==> config.mk <==
export PLATFORM = sky130hd
export DESIGN_NAME = dsp_adder48_arb
export DESIGN_NICKNAME = d
export VERILOG_FILES = /design/src/rtl/dsp_adder48_pkg.sv /design/src/rtl/dsp_adder48_arb_rr_arbiter.sv /design/src/rtl/dsp_adder48_arb.sv
export SDC_FILE = /design/constraint.sdc
export NUM_CORES = 1
export LEC_CHECK = 0
export ABC_AREA = 1
export CAP_MARGIN = 20
export CORE_AREA = 10 10 220 222
export DETAILED_ROUTE_END_ITERATION = 7
export DIE_AREA = 0 0 230 232
export MAX_ROUTING_LAYER = met4
export PLACE_DENSITY_LB_ADDON = 0.08
export REMOVE_ABC_BUFFERS = 1
export SYNTH_ARGS = -nofsm -noshare
export SYNTH_HDL_FRONTEND = slang
export SYNTH_SLANG_ARGS = --single-unit
==> constraint.sdc <==
create_clock -name CLK -period 3.2 [get_ports CLK]
set_clock_uncertainty 0.05 [all_clocks]
set_input_delay 0.64 -clock CLK [delete_from_list [all_inputs] [get_ports CLK]]
set_output_delay 0.64 -clock CLK [all_outputs]
set_load 0.02 [all_outputs]
==> src/rtl/dsp_adder48_pkg.sv <==
// dsp_adder48_pkg: shared widths, tag type and helpers for the shared 48-bit adder scheduler
package dsp_adder48_pkg;
  localparam int ADD_W = 48;
  localparam int SUM_W = 49;
  localparam int ID_MAX_W = 3;
  typedef struct packed {
    logic                valid;
    logic [ID_MAX_W-1:0] id;
  } tag_t;
  function automatic int clog2(input int v);
    int r;
    r = 0;
    while ((1 << r) < v) r++;
    return r;
  endfunction
endpackage

==> src/rtl/dsp_adder48_arb_rr_arbiter.sv <==
// rr_arbiter: round-robin one-hot grant, priority rotating to the requester after the last winner
module rr_arbiter
  import dsp_adder48_pkg::*;
#(
  parameter int N = 4,
  localparam int IW = clog2(N)
) (
  input  logic          clk,
  input  logic          rst,
  input  logic [N-1:0]  req,
  input  logic          en,
  output logic [N-1:0]  grant,
  output logic [IW-1:0] grant_id
);
  logic [IW-1:0] last;
  logic [IW-1:0] idx;
  // Walk from the farthest candidate back to the nearest so the nearest valid one wins
  always_comb begin
    grant = '0;
    grant_id = '0;
    idx = '0;
    for (int k = N; k >= 1; k--) begin
      idx = IW'((int'(last) + k) % N);
      if (req[idx]) begin
        grant = '0;
        grant[idx] = 1'b1;
        grant_id = idx;
      end
    end
  end
  always_ff @(posedge clk) last <= rst ? IW'(N - 1) : en ? grant_id : last;
endmodule

==> src/rtl/dsp_adder48_arb.sv <==
// dsp_adder48_arb: shares one pipelined 48-bit adder among NREQ requesters,
// tracking requester IDs alongside the adder pipeline and returning tagged sums.
module dsp_adder48_arb
  import dsp_adder48_pkg::*;
#(
  parameter int NREQ = 4,
  parameter int ADD_LAT = 2,
  parameter int IDW = clog2(NREQ)
) (
  input  logic                  CLK,
  input  logic                  RST,
  input  logic [NREQ-1:0]       REQ_VALID,
  output logic [NREQ-1:0]       REQ_READY,
  input  logic [NREQ*ADD_W-1:0] REQ_A,
  input  logic [NREQ*ADD_W-1:0] REQ_B,
  output logic [ADD_W-1:0]      ADD_AIN1,
  output logic [ADD_W-1:0]      ADD_BIN1,
  input  logic [SUM_W-1:0]      ADD_OUT1,
  output logic                  RSP_VALID,
  output logic [IDW-1:0]        RSP_ID,
  output logic [SUM_W-1:0]      RSP_SUM,
  output logic                  BUSY
);
  localparam int GW = clog2(NREQ);
  logic [NREQ-1:0] grant;
  logic [GW-1:0]   gid;
  logic            hs;
  tag_t            tags [ADD_LAT];
  rr_arbiter #(.N(NREQ)) u_arb (
    .clk(CLK),
    .rst(RST),
    .req(REQ_VALID),
    .en(hs),
    .grant(grant),
    .grant_id(gid)
  );
  assign REQ_READY = RST ? '0 : grant;
  assign hs = |REQ_READY;
  always_ff @(posedge CLK) begin
    if (RST) begin
      ADD_AIN1 <= '0;
      ADD_BIN1 <= '0;
      for (int s = 0; s < ADD_LAT; s++) tags[s] <= '0;
      RSP_VALID <= 1'b0;
      RSP_ID <= '0;
      RSP_SUM <= '0;
    end else begin
      if (hs) begin
        ADD_AIN1 <= REQ_A[ADD_W*gid +: ADD_W];
        ADD_BIN1 <= REQ_B[ADD_W*gid +: ADD_W];
      end
      tags[0] <= '{valid: hs, id: ID_MAX_W'(gid)};
      for (int s = 1; s < ADD_LAT; s++) tags[s] <= tags[s-1];
      // The last tag stage lines up with the cycle ADD_OUT1 carries that operation's sum
      RSP_VALID <= tags[ADD_LAT-1].valid;
      if (tags[ADD_LAT-1].valid) begin
        RSP_ID <= IDW'(tags[ADD_LAT-1].id);
        RSP_SUM <= ADD_OUT1;
      end
    end
  end
  always_comb begin
    BUSY = RSP_VALID;
    for (int s = 0; s < ADD_LAT; s++) BUSY = BUSY | tags[s].valid;
  end
endmodule
==> results.md <==
- Cell at the slowest stage of the critical path: ha_1
- Reg2reg path depth: 17
- Total core area: 43930 µm²
- DP Area: between 15000 and 20000 µm²
- Filler Cells Inserted: 4845
- Setup crit end kind: output port
- Sink Count: 156
- Share of cells above drive strength 1: 0.03974
- Via Count: 13890
- Crit path required time: 2510 ps
- Worst endpoint data arrival time: 2210 ps
- CP max stage delay: between 300 and 400 ps
- Power Density: 1147 nW/µm²
- Clock transition at the registers of the reported paths: approximately 60 ps
- First-pass GRT wire length: 81990 µm
- Final Hold Vio Count: 0
- Initial antenna violation count: 10
- RR Endpoint: ADD_BIN1[15]$_SDFFE_PP0P_
- Port Buffer Count: 591
- CTS tree: done
- DRT iter0 DRCs: 764
- Worst hold path depth: 2
- Ratio of final minimum period to clock period: 0.9071
- Commonest non-fill, non-tap cells in the layout: clkdlybuf4s50_1 (587), nand2_1 (520), inv_1 (502), nand3_1 (399), nor2_1 (304)
- Max-cap viol count: 0
- Tmin final: 2903 ps
- Commonest non-fill, non-tap cell in the layout: clkdlybuf4s50_1
- Max-slew headroom: 0.5396
- Hold Path Class: flop to flop
- Die area: 53360 µm²
- Initial Util: 0.2540
- DIE HEIGHT: roughly 230 µm
- CTS Buf Count: 17
- Status: finished clean
- Placed Instances: 3202
- Drt first pass iters: 5
- FP Rows: between 70 and 80
- Vias per cell: 4.282
- Distinct cells, synth: 20
- Number of global-route vias before repair: 13700
- Critical path type: flop to output port
- Die X: 230 µm
- CTS Buffer Depth: 2
- Sequential area share after synthesis: 0.2799
- Syn. warnings: 0
- R2R Path Start: u_arb.last[1]$_SDFFE_PP1P_
- Residual DRC: 0
- Area Growth Syn to Fin: 66.81%
- Cells after Synth: 2092
- Avg Cell Area, Syn: 5.334 µm²
- I/O pin count: 592
- Number of setup violations in the final report: 0
- Post-synthesis register bit count: about 160
- Critical Path, Cell by Cell: inv_1 > ha_1 > inv_1 > nand3_1 > nand2_1 > nor2_2 > nand2_1 > nand3_1 > nand2_1 > inv_1 > clkbuf_2
- WL/cell: roughly 17 µm
- Pleak: 9.812 nW
- Total wire length: between 50000 and 60000 µm
- Nets: 3074
- Hold buffer count at CTS: 0
- Hold endpoint: tags[0][4]$_SDFF_PP0_
- Worst Hold Launch: tags[0][0]$_SDFF_PP0_
- CP Max Fanout: 4
- DP Wirelength: ~43000 µm
- Skew-Pair Late Insertion Delay: 440 ps
- H-tree levels: 4
- Fin. max-slew vios: 0
- Pin count of the biggest net entering global routing: 148
- CTS root buffer: clkbuf_16
- Final worst slack: a little under 300 ps
- CP Launch Type: flop
- Finished Layout Cells: 3244
- Post-layout util: 0.4237
- Gr usage total: 0.2042
- Seq. cell area: 3123 µm²
- Worst-Margin Slew: about 690 ps
- Finished Cell Area: between 15000 and 20000 µm²
- Peak Freq: about 0.34 GHz
- Routability cong.: 0.8691
- RSZ-0062 raised after global routing: no
- Multi-input gate area: 5560 µm²
- VDD IR max: 0.001399 V
- Reg2Reg Setup Slack: between 400 and 500 ps
- Total grt overflow: 0
- Post-Syn Area: ~11000 µm²
- Setup WS pre-CTS: -63.96 ps
- Remaining antenna violation count: 0
## worst max-delay path: cells and delay by family (launching register included)
kind,cells,cell delay (ps)
and+or+nand+nor,6,690
DFF,1,340
adders and majority gates,1,350
buffers and inverters,4,390
## worst max-delay path by stage
| stage | start | endpoint | slack [ps] | cells after the start |
|---|---|---|---|---|
| after detailed placement | REQ_VALID[3] | REQ_READY[0] | -60 | 11 |
| after global routing | u_arb.last[1]$_SDFFE_PP1P_ | REQ_READY[2] | 90 | 11 |
| after global placement | REQ_VALID[3] | REQ_READY[2] | -50 | 11 |
| after CTS | u_arb.last[1]$_SDFFE_PP1P_ | REQ_READY[2] | 110 | 11 |
| after floorplan | u_arb.last[0]$_SDFFE_PP1P_ | ADD_AIN1[0]$_SDFFE_PP0P_ | -5570 | 13 |
| final | u_arb.last[1]$_SDFFE_PP1P_ | REQ_READY[2] | 300 | 11 |
## through the flow
| stage | power (mW) | hold WS, ps | setup TNS [ps] |
|---|---|---|---|
| final | 21.36 | 362.8 | 0 |
| after global routing | 23.72 | 379.4 | 0 |
| after CTS | 21.80 | 365.6 | 0 |
| after detailed placement | 19.40 | 354.7 | -180.1 |
| after global placement | 19.20 | 348.3 | -160.1 |
| after floorplan | 10.98 | 338.3 | -547400 |
## report_power, final
| part | switching, mW | internal [mW] |
|---|---|---|
| combinational | 9.87 | 6.15 |
| clock | 0.923 | 1.41 |
| sequential | 0.316 | 2.68 |
| total | 11.1 | 10.2 |
## logic make-up after synthesis
group,after synthesis,share of synthesized area
fa+ha+maj,6,0.006727
compound gates,61,0.02769
buf+inv,638,0.2251
flops,156,0.2799
simple gates,1231,0.4606
## state kept, by name, summed over array words and instances, names as in the netlist
| register | count |
|---|---|
| ADD_AIN1 | 48 |
| ADD_BIN1 | 48 |
| RSP_ID | 2 |
| RSP_SUM | 49 |
| RSP_VALID | 1 |
| tags | 6 |
| u_arb.last | 2 |
## synthesized netlist by cell type (all sizes together)
master	instances	area [µm²]
inv	506	1899
dfxtp	156	3123
nand3	399	1997
o21ai	56	284.0
buf	85	436.7
nand4	1	6.260
a21oi	5	25.02
ha	6	75.07
nand2	525	1978
clkinv	2	7.510
clkbuf	45	168.9
nor2	306	1159
## metal layers
metal,GRT usage,wire length (µm),vias to the layer above
li1,-,-,7222
met1,0.2178,22020,6211
met5,-,0,-
met2,0.3465,26910,394
met4,0.08037,1722,0
met3,0.06621,3976,64
## layout make-up
class	instances	share of cell area
Multi-Input combinational cell	1298	0.2987
Clock inverter	13	0.01143
Tap cell	592	0.03979
Antenna cell	10	0.001344
Inverter	508	0.1027
Timing Repair Buffer	648	0.3545
Clock buffer	19	0.02379
Sequential cell	156	0.1678
## timing repair
action | 4_1_cts | 5_1_grt
setup buffers | 0 | 0
gates resized for setup | 4 | 8
setup endpoints to repair | 4 | 4
Note: power is estimated with default switching activity, not from simulation.
